<file path="src/rtl/nibble_serial_adder_ctrl_if.sv">
// ============================================================================
// nibble_serial_adder_ctrl_if : operand/result handshake bundle for the
// nibble-serial adder. OVF exists only when SERIAL_ADDER_OVF_EN is defined.
// Rev 1.0
// ============================================================================
`default_nettype none

interface nibble_serial_adder_ctrl_if #(
  parameter int WIDTH = 16
);
  logic             IN_VALID;
  logic             IN_READY;
  logic [WIDTH-1:0] A;
  logic [WIDTH-1:0] B;
  logic             CIN;
  logic             OUT_VALID;
  logic             OUT_READY;
  logic [WIDTH-1:0] SUM;
  logic             COUT;
  logic             BUSY;
`ifdef SERIAL_ADDER_OVF_EN
  logic             OVF;

  modport master (
    output IN_VALID, A, B, CIN, OUT_READY,
    input  IN_READY, OUT_VALID, SUM, COUT, BUSY, OVF
  );

  modport slave (
    input  IN_VALID, A, B, CIN, OUT_READY,
    output IN_READY, OUT_VALID, SUM, COUT, BUSY, OVF
  );
`else
  modport master (
    output IN_VALID, A, B, CIN, OUT_READY,
    input  IN_READY, OUT_VALID, SUM, COUT, BUSY
  );

  modport slave (
    input  IN_VALID, A, B, CIN, OUT_READY,
    output IN_READY, OUT_VALID, SUM, COUT, BUSY
  );
`endif
endinterface

`default_nettype wire

</file>
<file path="src/rtl/nibble_serial_adder_ctrl.sv">
// ============================================================================
// nibble_serial_adder_ctrl : WIDTH-bit adder built from one 4-bit slice, one
// nibble per cycle LSB first. Macro SERIAL_ADDER_OVF_EN adds a signed OVF flag.
// Rev 1.0
// ============================================================================
`default_nettype none

module nibble_serial_adder_ctrl #(
  parameter int WIDTH = 16
) (
  input  wire logic                     CLK,
  input  wire logic                     ASYNCRESET,
  nibble_serial_adder_ctrl_if.slave     bus
);

  localparam int NIBBLES = WIDTH / 4;
  localparam int CNT_W   = (NIBBLES > 1) ? $clog2(NIBBLES) : 1;
  localparam logic [CNT_W-1:0] C_LAST = CNT_W'(NIBBLES - 1);

  if ((WIDTH < 4) || ((WIDTH % 4) != 0)) begin : g_bad_width
    $error("nibble_serial_adder_ctrl: WIDTH must be a multiple of 4 and >= 4");
  end

  typedef enum logic [1:0] {
    S_IDLE = 2'd0,
    S_RUN  = 2'd1,
    S_DONE = 2'd2
  } state_t;

  state_t           state_q;
  logic [CNT_W-1:0] cnt_q;
  logic             carry_q;
  logic [WIDTH-1:0] a_q;
  logic [WIDTH-1:0] b_q;
  logic [WIDTH-1:0] sum_q;
  logic             cout_q;
  logic             out_valid_q;

  logic [4:0]       slice_w;
  logic [WIDTH-1:0] res_d;
  logic             accept_w;
  logic             last_w;

  // The 4-bit slice shared by every nibble.
  assign slice_w = {1'b0, a_q[3:0]} + {1'b0, b_q[3:0]} + {4'b0, carry_q};

  assign bus.IN_READY  = (state_q == S_IDLE) || ((state_q == S_DONE) && bus.OUT_READY);
  assign accept_w      = bus.IN_VALID && bus.IN_READY;
  assign last_w        = (cnt_q == C_LAST);
  assign bus.BUSY      = (state_q == S_RUN);
  assign bus.OUT_VALID = out_valid_q;
  assign bus.SUM       = sum_q;
  assign bus.COUT      = cout_q;

  // Partial result: earlier nibbles sit in the low part, the new one enters at the top.
  if (WIDTH > 4) begin : g_res_shift
    logic [WIDTH-5:0] res_q;

    assign res_d = {slice_w[3:0], res_q};

    always_ff @(posedge CLK or posedge ASYNCRESET) begin
      if (ASYNCRESET) begin
        res_q <= '0;
      end else if (state_q == S_RUN) begin
        res_q <= res_d[WIDTH-1:4];
      end
    end
  end else begin : g_res_single
    assign res_d = slice_w[3:0];
  end

`ifdef SERIAL_ADDER_OVF_EN
  logic [3:0] low3_w;
  logic       ovf_q;

  assign low3_w  = {1'b0, a_q[2:0]} + {1'b0, b_q[2:0]} + {3'b0, carry_q};
  assign bus.OVF = ovf_q;

  always_ff @(posedge CLK or posedge ASYNCRESET) begin
    if (ASYNCRESET) begin
      ovf_q <= 1'b0;
    end else if ((state_q == S_RUN) && last_w) begin
      ovf_q <= low3_w[3] ^ slice_w[4];
    end
  end
`endif

  always_ff @(posedge CLK or posedge ASYNCRESET) begin
    if (ASYNCRESET) begin
      state_q     <= S_IDLE;
      cnt_q       <= '0;
      carry_q     <= 1'b0;
      a_q         <= '0;
      b_q         <= '0;
      sum_q       <= '0;
      cout_q      <= 1'b0;
      out_valid_q <= 1'b0;
    end else begin
      case (state_q)
        S_IDLE: begin
          if (accept_w) begin
            a_q     <= bus.A;
            b_q     <= bus.B;
            carry_q <= bus.CIN;
            cnt_q   <= '0;
            state_q <= S_RUN;
          end
        end
        S_RUN: begin
          a_q     <= a_q >> 4;
          b_q     <= b_q >> 4;
          carry_q <= slice_w[4];
          cnt_q   <= cnt_q + 1'b1;
          if (last_w) begin
            sum_q       <= res_d;
            cout_q      <= slice_w[4];
            out_valid_q <= 1'b1;
            cnt_q       <= '0;
            state_q     <= S_DONE;
          end
        end
        S_DONE: begin
          if (bus.OUT_READY) begin
            out_valid_q <= 1'b0;
            if (bus.IN_VALID) begin
              a_q     <= bus.A;
              b_q     <= bus.B;
              carry_q <= bus.CIN;
              cnt_q   <= '0;
              state_q <= S_RUN;
            end else begin
              state_q <= S_IDLE;
            end
          end
        end
        default: begin
          state_q <= S_IDLE;
        end
      endcase
    end
  end

endmodule

`default_nettype wire

</file>
<file path="src/flat_wrapper.sv">
// flat-port wrapper written by rule: the top's interface ports become plain ports
module nibble_serial_adder_ctrl_flat 
#(
  parameter int WIDTH = 16
)
  (CLK, ASYNCRESET, bus_IN_VALID, bus_A, bus_B, bus_CIN, bus_OUT_READY, bus_IN_READY, bus_OUT_VALID, bus_SUM, bus_COUT, bus_BUSY);
  nibble_serial_adder_ctrl_if #(.WIDTH(WIDTH)) bus_i ();
  input  wire logic CLK;
  input  wire logic ASYNCRESET;
  input wire logic [$bits(bus_i.IN_VALID)-1:0] bus_IN_VALID;
  input wire logic [$bits(bus_i.A)-1:0] bus_A;
  input wire logic [$bits(bus_i.B)-1:0] bus_B;
  input wire logic [$bits(bus_i.CIN)-1:0] bus_CIN;
  input wire logic [$bits(bus_i.OUT_READY)-1:0] bus_OUT_READY;
  output wire logic [$bits(bus_i.IN_READY)-1:0] bus_IN_READY;
  output wire logic [$bits(bus_i.OUT_VALID)-1:0] bus_OUT_VALID;
  output wire logic [$bits(bus_i.SUM)-1:0] bus_SUM;
  output wire logic [$bits(bus_i.COUT)-1:0] bus_COUT;
  output wire logic [$bits(bus_i.BUSY)-1:0] bus_BUSY;
  assign bus_i.IN_VALID = bus_IN_VALID;
  assign bus_i.A = bus_A;
  assign bus_i.B = bus_B;
  assign bus_i.CIN = bus_CIN;
  assign bus_i.OUT_READY = bus_OUT_READY;
  assign bus_IN_READY = bus_i.IN_READY;
  assign bus_OUT_VALID = bus_i.OUT_VALID;
  assign bus_SUM = bus_i.SUM;
  assign bus_COUT = bus_i.COUT;
  assign bus_BUSY = bus_i.BUSY;
  nibble_serial_adder_ctrl #(.WIDTH(WIDTH)) u_core (.CLK(CLK), .ASYNCRESET(ASYNCRESET), .bus(bus_i));
endmodule
</file>
<file path="config.mk">
export PLATFORM = sky130hd
export DESIGN_NAME = nibble_serial_adder_ctrl_flat
export DESIGN_NICKNAME = d
export VERILOG_FILES = /design/src/rtl/nibble_serial_adder_ctrl_if.sv /design/src/rtl/nibble_serial_adder_ctrl.sv /design/src/flat_wrapper.sv
export SDC_FILE = /design/constraint.sdc
export NUM_CORES = 1
export LEC_CHECK = 0
export CAP_MARGIN = 20
export CORE_UTILIZATION = 40
export CTS_BUF_LIST = sky130_fd_sc_hd__clkbuf_8
export DETAILED_ROUTE_END_ITERATION = 8
export MAX_ROUTING_LAYER = met4
export PLACE_DENSITY_LB_ADDON = 0.08
export SKIP_LAST_GASP = 1
export SYNTH_ARGS = -nofsm -noshare
export SYNTH_HDL_FRONTEND = slang
export SYNTH_SLANG_ARGS = --single-unit
</file>
<file path="constraint.sdc">
create_clock -name CLK -period 4.29 [get_ports CLK]
set_clock_uncertainty 0.1 [all_clocks]
set_input_delay 0.858 -clock CLK [delete_from_list [all_inputs] [get_ports CLK]]
set_output_delay 0.858 -clock CLK [all_outputs]
set_load 0.01 [all_outputs]
</file>
==> reports/qor.yml, run 1 <==
run_status:
  outcome: "complete, no violations"
pwr:
  switchingPower_mw: 1.09
  total_power_mw: 2.93
  intPower_mw: 1.83
  p_leak_nw: 1.75
  seq_power_share_pct: 38.9
  p_sw_share_pct: 37.4
  combPwrFrac_pct: 42.4
  power.density_nw_per_um2: 786
  ir_worst_vdd_v: 0.000418
  clkPwrFrac_pct: 18.6
synthesis:
  avgSynthCellArea_sq_um: 9.69
  synth.distinct_cells: 27
  yosys_register_bits: 67
  synth_nets: 343
  syn_area_sq_um: 2910
  syn_inst: 300
  synth-seq-area-share_pct: 57.7
  ys_warn_count: 0
sta:
  slew_viol_final: 0
  rsz0062_at_grt: "false"
  fmax_mhz: 321
  min_period_over_period_pct: 72.7
  final-setup-viol-count: 0
  fin_ws_ns: 1.17
  worstMarginPinSlew_ns: 0.909
  setup-tns-final_ns: 0
  relSlewSlack_pct: 39.2
  hold_viol_final: 0
  period_minus_slack_ns: 3.12
clock_tree:
  path_clk_slew_ns: 0.07
  insertion_delay_ns: 0.33
  cts.path.max_buffers: 2
  cts_setup_buffers: 0
  cts_tree: "built"
  clock_sinks: 67
  htreeDepth: 3
  root_buffer: "clkbuf_8"
  cts_repair_resize_count: 0
  cts_inserted_buffers: 9
  ctsHoldBuffers: 0
floorplanning:
  start_util_pct: 42.1
  fp-row-count: 30
  boundaryPins: 57
  die_y_um: 87.2
  die_w_um: 87.2
  core_area_sq_um: 6910
  die-area_sq_um: 7610
placement:
  gp_routability_congestion: 0.726
  port_buffers: 56
  hpwl_mm: 3.77
  pre_cts_slack_ns: 1.16
grt:
  overflow: 0
  antenna_found_initial: 0
  track_usage_pct: 17.2
  first_global_vias: 2084
  grt_pass1_wl_mm: 9.74
  grt_max_degree: 49
worst_setup_path:
  cp-start-kind: "input port"
  path_max_fanout: 4
  cp-end-kind: "primary output"
  required_ns: 3.33
  cp.arrival_ns: 2.16
  path_class: "in2out"
cells_and_area:
  drive_gt1_share_pct: 7.80
  nFillCells: 678
  antenna_cells: 0
  layout_commonest_cell: "nand2_1"
  final_cell_mix: "nand2_1, dfrtp_1, clkdlybuf4s50_1, nor2_1, a31oi_1"
  num-nets-final: 397
  syn_to_final_growth_pct: 28.2
detailed_routing:
  finalWirelength_mm: 5.57
  drt-wirelength-per-cell_um: 12.2
  antenna_left: 0
  via_count: 2141
  viasPerCell: 4.71
  drt_iter0_drc: 118
  drc: 0
  first_pass_iters: 4
hold_path:
  hold_path_class: "reg2reg"
job:
  maxCapViolCount: 0
synthesized netlist by cell type:
library cell  number  share of area (%)
ha_1               4                1.7
buf_6              2               0.77
nor2_1            27                3.5
mux2_1            10                3.9
buf_2              8                1.4
o21ai_0            8                1.4
o21ai_1            1               0.17
nand2_2            2               0.43
xor2_1             2               0.60
nand2_1          101                 13
dfrtp_1           67                 58
mux2_2             2               0.77
clkbuf_1           2               0.26
a21oi_2            1               0.30
inv_2              2               0.26
inv_1              6               0.77
a211oi_1           1               0.26
a21o_1             3               0.77
a22o_1             1               0.30
mux2_4             1               0.52
a31oi_1           24                5.2
nand3_1            8                1.4
a21oi_1            6                1.0
buf_4              6                1.5
nand2b_1           1               0.22
fa_1               2                1.4
o31ai_1            2               0.52
routing by layer:
metal | vias to the layer above | part of all wire, % | global-route usage (%)
li1 | 1099 | - | -
met1 | 993 | 50 | 23.7
met2 | 39 | 46 | 25.5
met3 | 10 | 3.0 | 3.41
met4 | 0 | 1.3 | 5.81
met5 | - | 0 | -
cells by family (layout without fill, tap and decap cells):
family,count (synthesis),in the layout,synth area share (%)
AO/OA/AOI/OAI,47,47,9.90
XOR/XNOR,2,2,0.603
adder cells (fa/ha/maj),6,6,3.10
buffers and inverters,26,85,4.99
flip-flops,67,67,57.7
multiplexers,13,13,5.17
AND/OR/NAND/NOR,139,139,18.6
critical path, cell delays in order:
cell and delay (ns):
clkdlybuf4s50_1 0.52, inv_1 0.05, a21oi_1 0.18, clkdlybuf4s50_1 0.56
area by class of cell:
class | count | area (sq um) | share of cell area (%)
Sequential cell | 67 | 1680 | 45.0
Multi-Input combinational cell | 207 | 1090 | 29.3
Timing Repair Buffer | 61 | 598 | 16.1
Clock buffer | 9 | 124 | 3.32
Tap cell | 96 | 120 | 3.22
Clock inverter | 7 | 85.1 | 2.28
Inverter | 8 | 30.0 | 0.806
final timing paths:
kind	from	endpoint	slack, ns	depth (start not counted)
setup / recovery	bus_OUT_READY	bus_IN_READY	1.17	4
hold / removal	u_core.b_q[15]$_DFFE_PP0P_	u_core.b_q[15]$_DFFE_PP0P_	0.37	2
setup reg to reg	u_core.state_q[0]$_DFFE_PP0P_	u_core.a_q[8]$_DFFE_PP0P_	2.14	5
hold reg to reg	u_core.b_q[15]$_DFFE_PP0P_	u_core.b_q[15]$_DFFE_PP0P_	0.37	2
max in group asynchronous	ASYNCRESET	u_core.bus.SUM[15]$_DFFE_PP0P_	2.70	3
min in group asynchronous	ASYNCRESET	u_core.b_q[15]$_DFFE_PP0P_	0.72	2
stage by stage:
stage	hold slack (ns)	std cells	cell area, sq um	utilization [%]
4_1_cts	0.372	455	3730	53.9
3_3_place_gp	0.349	439	3520	50.9
6_report	0.367	455	3730	53.9
2_1_floorplan	0.339	300	2910	-
5_1_grt	0.397	455	3730	53.9
3_5_place_dp	0.356	439	3520	50.9
power groups by stage:
| stage | combinational (mW) | clock [mW] | sequential, mW |
|---|---|---|---|
| floorplan | 0.883 | 0 | 1.14 |
| global placement | 1.23 | 0 | 1.15 |
| detailed placement | 1.26 | 0 | 1.15 |
| CTS | 1.27 | 0.563 | 1.14 |
| global route | 1.42 | 0.592 | 1.18 |
| finish | 1.24 | 0.545 | 1.14 |
flip-flops by register name, summed over array words and instances, names as in the netlist:
| name | count |
|---|---|
| u_core.cnt_q | 2 |
| u_core.state_q | 2 |
| u_core.a_q | 16 |
| u_core.carry_q | 1 |
| u_core.g_res_shift.res_q | 12 |
| u_core.bus.SUM | 16 |
| u_core.bus.OUT_VALID | 1 |
| u_core.b_q | 16 |
| u_core.bus.COUT | 1 |
(Power assumes the default switching activity.)
==> run 2, diff against run 1 <==
- clock period: 4.29 -> 3.2 ns (I/O delays scaled with it)
==> run 2 against run 1 <==
Cell count rose by 0.44%. Critical path type unchanged. Largest power group unchanged. Count of clock-buffer cells in the layout rose by 1. Critical endpoint unchanged. Sequential cell count did not move.
==> reports/qor.yml, run 2 (synthesis gave the netlist of run 1 again) <==
grt:
  overflow: 0
  track_usage_pct: 18.1
  first_global_vias: 2148
  grt_pass1_wl_mm: 10.1
  grt_max_degree: 49
  antenna_found_initial: 0
worst_setup_path:
  ff2ff_path_depth: 6
  cp.arrival_ns: 1.95
  slowest_stage: "clkdlybuf4s50_1"
  required_ns: 2.46
  path_max_fanout: 4
  path_class: "in2out"
  cp_slowest_stage_delay_ns: 0.56
  cp-end-kind: "primary output"
  cp-start-kind: "input port"
  cpMostUsedCell: "clkdlybuf4s50_1"
  path_cells: "clkdlybuf4s50_1 -> inv_1 -> a21oi_1 -> clkdlybuf4s50_1"
placement:
  gp_routability_congestion: 0.754
  hpwl_mm: 3.82
  dpl.cell_count: 441
  pre_cts_slack_ns: 0.521
  placed_area_sq_um: 3530
  port_buffers: 56
cells_and_area:
  final_cell_mix: "nand2_1, dfrtp_1, clkdlybuf4s50_1, nor2_1, a31oi_1"
  antenna_cells: 0
  fin_cells: 457
  syn_to_final_growth_pct: 28.5
  num-nets-final: 399
  layout_commonest_cell: "nand2_1"
  drive_gt1_share_pct: 8.86
  final_core_util_pct: 54.1
  stdcell_area_sq_um: 3730
detailed_routing:
  viasPerCell: 4.70
  drt-wirelength-per-cell_um: 12.6
  finalWirelength_mm: 5.75
  antenna_left: 0
  via_count: 2149
  drc: 0
  drt_iter0_drc: 156
  first_pass_iters: 5
pwr:
  p_leak_nw: 1.73
  combPwrFrac_pct: 43.0
  intPower_mw: 2.42
  clkPwrFrac_pct: 18.0
  p_sw_share_pct: 38.3
  switchingPower_mw: 1.50
  power.density_nw_per_um2: 1050
  seq_power_share_pct: 39.0
  ir_worst_vdd_v: 0.000453
floorplanning:
  die-area_sq_um: 7610
  die_y_um: 87.2
  fp-row-count: 30
  die_w_um: 87.2
  boundaryPins: 57
  core_area_sq_um: 6910
  start_util_pct: 42.1
sta:
  fmax_mhz: 372
  min_period_over_period_pct: 83.9
  worstMarginPinSlew_ns: 0.502
  relSlewSlack_pct: 66.4
  hold_viol_final: 0
  fin_ws_ns: 0.514
  rsz0062_at_grt: "false"
  slew_viol_final: 0
  setup-tns-final_ns: 0
  period_minus_slack_ns: 2.69
  final-setup-viol-count: 0
clock_tree:
  cts_repair_resize_count: 0
  cts_inserted_buffers: 9
  cts.path.max_buffers: 2
  cts_tree: "built"
  clock_sinks: 67
  path_clk_slew_ns: 0.08
  htreeDepth: 3
  ctsHoldBuffers: 0
  cts_setup_buffers: 0
  root_buffer: "clkbuf_8"
  insertion_delay_ns: 0.33
hold_path:
  hold_path_depth: 2
  hold_path_class: "reg2reg"
job:
  maxCapViolCount: 0
run_status:
  outcome: "complete, no violations"
==> run 2: cell count changes in the layout (fill, tap and decap cells not counted) <==
cell,change
buf_4,+2
clkbuf_8,+1
clkinv_2,-1
clkinvlp_4,+3
inv_1,-2
bufinv_16,-1
==> run 2: per-stage QoR <==
| step | hold WS, ns | total power [mW] |
|---|---|---|
| after floorplan | 0.339 | 2.71 |
| after global placement | 0.349 | 3.22 |
| final | 0.372 | 3.92 |
| after global routing | 0.392 | 4.28 |
| after CTS | 0.372 | 3.98 |
| after detailed placement | 0.355 | 3.26 |
==> run 2: critical path, delay by kind of cell <==
kind	cells	cell delay, ns
compound gates	1	0.18
buf+inv	3	1.13
==> run 2: power by group through the flow <==
stage          combinational (mW)  clock, mW  sequential [mW]
3_5_place_dp                 1.72          0             1.55
4_1_cts                      1.72      0.727             1.53
5_1_grt                      1.93      0.765             1.59
2_1_floorplan                1.18          0             1.53
3_3_place_gp                 1.68          0             1.54
6_report                     1.68      0.706             1.53
==> run 2: final timing paths <==
kind	from	slack, ns	end
min in group asynchronous	ASYNCRESET	0.54	u_core.cnt_q[1]$_DFFE_PP0P_
hold / removal	u_core.a_q[15]$_DFFE_PP0P_	0.37	u_core.a_q[15]$_DFFE_PP0P_
setup reg to reg	u_core.state_q[1]$_DFFE_PP0P_	1.06	u_core.bus.SUM[12]$_DFFE_PP0P_
hold reg to reg	u_core.a_q[15]$_DFFE_PP0P_	0.37	u_core.a_q[15]$_DFFE_PP0P_
setup / recovery	bus_OUT_READY	0.51	bus_IN_READY
max in group asynchronous	ASYNCRESET	1.69	u_core.b_q[1]$_DFFE_PP0P_
==> run 2: final cells by class <==
class / instances / area, sq um
fill: 667 / 3170
sequential: 67 / 1680
multi-input combinational: 207 / 1090
timing repair buffer: 63 / 613
clock buffer: 10 / 138
tap: 96 / 120
clock inverter: 6 / 65.1
inverter: 8 / 30.0
==> run 2: per-layer routing <==
layer	share of wire, %	wire length [um]	GRT usage (%)
met1	49	2840	25.4
met2	45	2610	25.6
met3	3.6	209	3.51
met4	1.7	98	7.60
met5	0	0	-
==> run 3, diff against run 2 <==
- clock period: 3.2 -> 2.5 ns (I/O delays scaled with it)
==> run 3 against run 2 <==
Cell count shrank 0.66%. Via count grew 1.3%. First-iteration DRC count shrank 31%. Highest routed layer unchanged.
==> reports/qor.yml, run 3 (synthesis gave the netlist of run 1 again) <==
cells_and_area:
  antenna_cells: 0
  drive_gt1_share_pct: 8.10
  ff_latch_area_sq_um: 1680
  stdcell_area_sq_um: 3760
  final_cell_mix: "nand2_1, dfrtp_1, clkdlybuf4s50_1, nor2_1, a31oi_1"
  layout_commonest_cell: "nand2_1"
  multi_input_area_sq_um: 1090
  num-nets-final: 396
  final_core_util_pct: 54.4
  syn_to_final_growth_pct: 29.4
  nFillCells: 665
worst_setup_path:
  cp-start-kind: "input port"
  path_buf_inv: 3
  path_cells: "clkdlybuf4s50_1 -> inv_1 -> a21oi_1 -> clkdlybuf4s50_1"
  required_ns: 1.90
  critPathTopFamily: "buffers and inverters"
  path_class: "in2out"
  cp_slowest_stage_delay_ns: 0.56
  slowest_stage: "clkdlybuf4s50_1"
  cp.arrival_ns: 1.81
  path_max_fanout: 4
  cpMostUsedCell: "clkdlybuf4s50_1"
  cp-end-kind: "primary output"
detailed_routing:
  viasPerCell: 4.80
  first_pass_iters: 4
  drt-wirelength-per-cell_um: 12.7
  antenna_left: 0
  finalWirelength_mm: 5.77
  drt_iter0_drc: 107
  via_count: 2178
  drc: 0
placement:
  placed_area_sq_um: 3530
  gp_routability_congestion: 0.707
  port_buffers: 56
  hpwl_mm: 3.67
grt:
  busiest_layer: "met2"
  grt_pass1_wl_mm: 9.79
  track_usage_pct: 17.5
  first_global_vias: 2081
  grtUsageMet1_pct: 23.2
  grt_max_degree: 68
  use_met2_pct: 25.1
  met3_usage_pct: 6.07
  antenna_found_initial: 0
  overflow: 0
floorplanning:
  die-area_sq_um: 7610
  core_area_sq_um: 6910
  fp-row-count: 30
  boundaryPins: 57
  die_y_um: 87.2
  die_w_um: 87.2
  start_util_pct: 42.1
run_status:
  outcome: "complete, no violations"
clock_tree:
  root_buffer: "clkbuf_8"
  htreeDepth: 3
  cts_repair_resize_count: 0
  clock_sinks: 67
  path_clk_slew_ns: 0.07
  cts_inserted_buffers: 9
  cts_setup_buffers: 0
  cts.path.max_buffers: 2
  cts_tree: "built"
  ctsHoldBuffers: 0
  insertion_delay_ns: 0.34
pwr:
  ir_worst_vdd_v: 0.000546
  p_leak_nw: 1.75
  power.density_nw_per_um2: 1360
hold_path:
  hold_path_class: "reg2reg"
sta:
  setup-tns-final_ns: 0
  worstMarginPinSlew_ns: 0.504
  rsz0062_at_grt: "false"
  fmax_mhz: 415
  period_minus_slack_ns: 2.41
  relSlewSlack_pct: 66.4
  slew_viol_final: 0
  hold_viol_final: 0
  final-setup-viol-count: 0
  min_period_over_period_pct: 96.4
job:
  maxCapViolCount: 0
## run 3: worst paths after layout
path / end / start / slack (ns) / cells past startpoint
max: bus_IN_READY / bus_OUT_READY / 0.09 / 4
min: u_core.b_q[13]$_DFFE_PP0P_ / u_core.b_q[13]$_DFFE_PP0P_ / 0.37 / 2
max reg2reg: u_core.carry_q$_DFFE_PP0P_ / u_core.b_q[0]$_DFFE_PP0P_ / 0.56 / 7
min reg2reg: u_core.b_q[13]$_DFFE_PP0P_ / u_core.b_q[13]$_DFFE_PP0P_ / 0.37 / 2
max in group asynchronous: u_core.a_q[13]$_DFFE_PP0P_ / ASYNCRESET / 1.58 / 3
min in group asynchronous: u_core.bus.OUT_VALID$_DFFE_PP0P_ / ASYNCRESET / 0.44 / 3
## run 3: per-stage QoR
| step | total power [mW] | std cells | hold WS, ns | setup WS, ns |
|---|---|---|---|---|
| floorplan | 3.47 | 300 | 0.339 | 0.217 |
| global placement | 4.12 | 438 | 0.349 | 0.119 |
| detailed placement | 4.19 | 438 | 0.356 | 0.0911 |
| CTS | 5.21 | 454 | 0.372 | 0.0905 |
| global route | 5.57 | 454 | 0.396 | 0.00717 |
| finish | 5.12 | 454 | 0.371 | 0.0903 |
## run 3: worst min-delay path: stages, from the launching register on
cell	delay [ns]
dfrtp_1	0.35
nand2_1	0.05
nand2_1	0.05
## run 3: where the power goes
| group | internal [mW] | total (mW) | leakage [nW] | switching (mW) |
|---|---|---|---|---|
| clock network | 0.567 | 0.994 | 0.106 | 0.426 |
| logic | 0.978 | 2.17 | 0.817 | 1.20 |
| registers | 1.63 | 1.95 | 0.823 | 0.321 |
## run 3: final cells by class
cell class | instances | share of cell area, %
flip-flops and latches | 67 | 44.6
multi-input cells | 207 | 29.1
repair buffers | 60 | 16.4
clock buffers | 9 | 3.29
well taps | 96 | 3.19
clock inverters | 7 | 2.70
inverters | 8 | 0.799
## run 3: routing by layer
layer / wire, um / vias up
met2: 2700 / 52
met5: 0 / -
li1: - / 1093
met1: 2780 / 1029
met4: 46 / 0
met3: 245 / 4
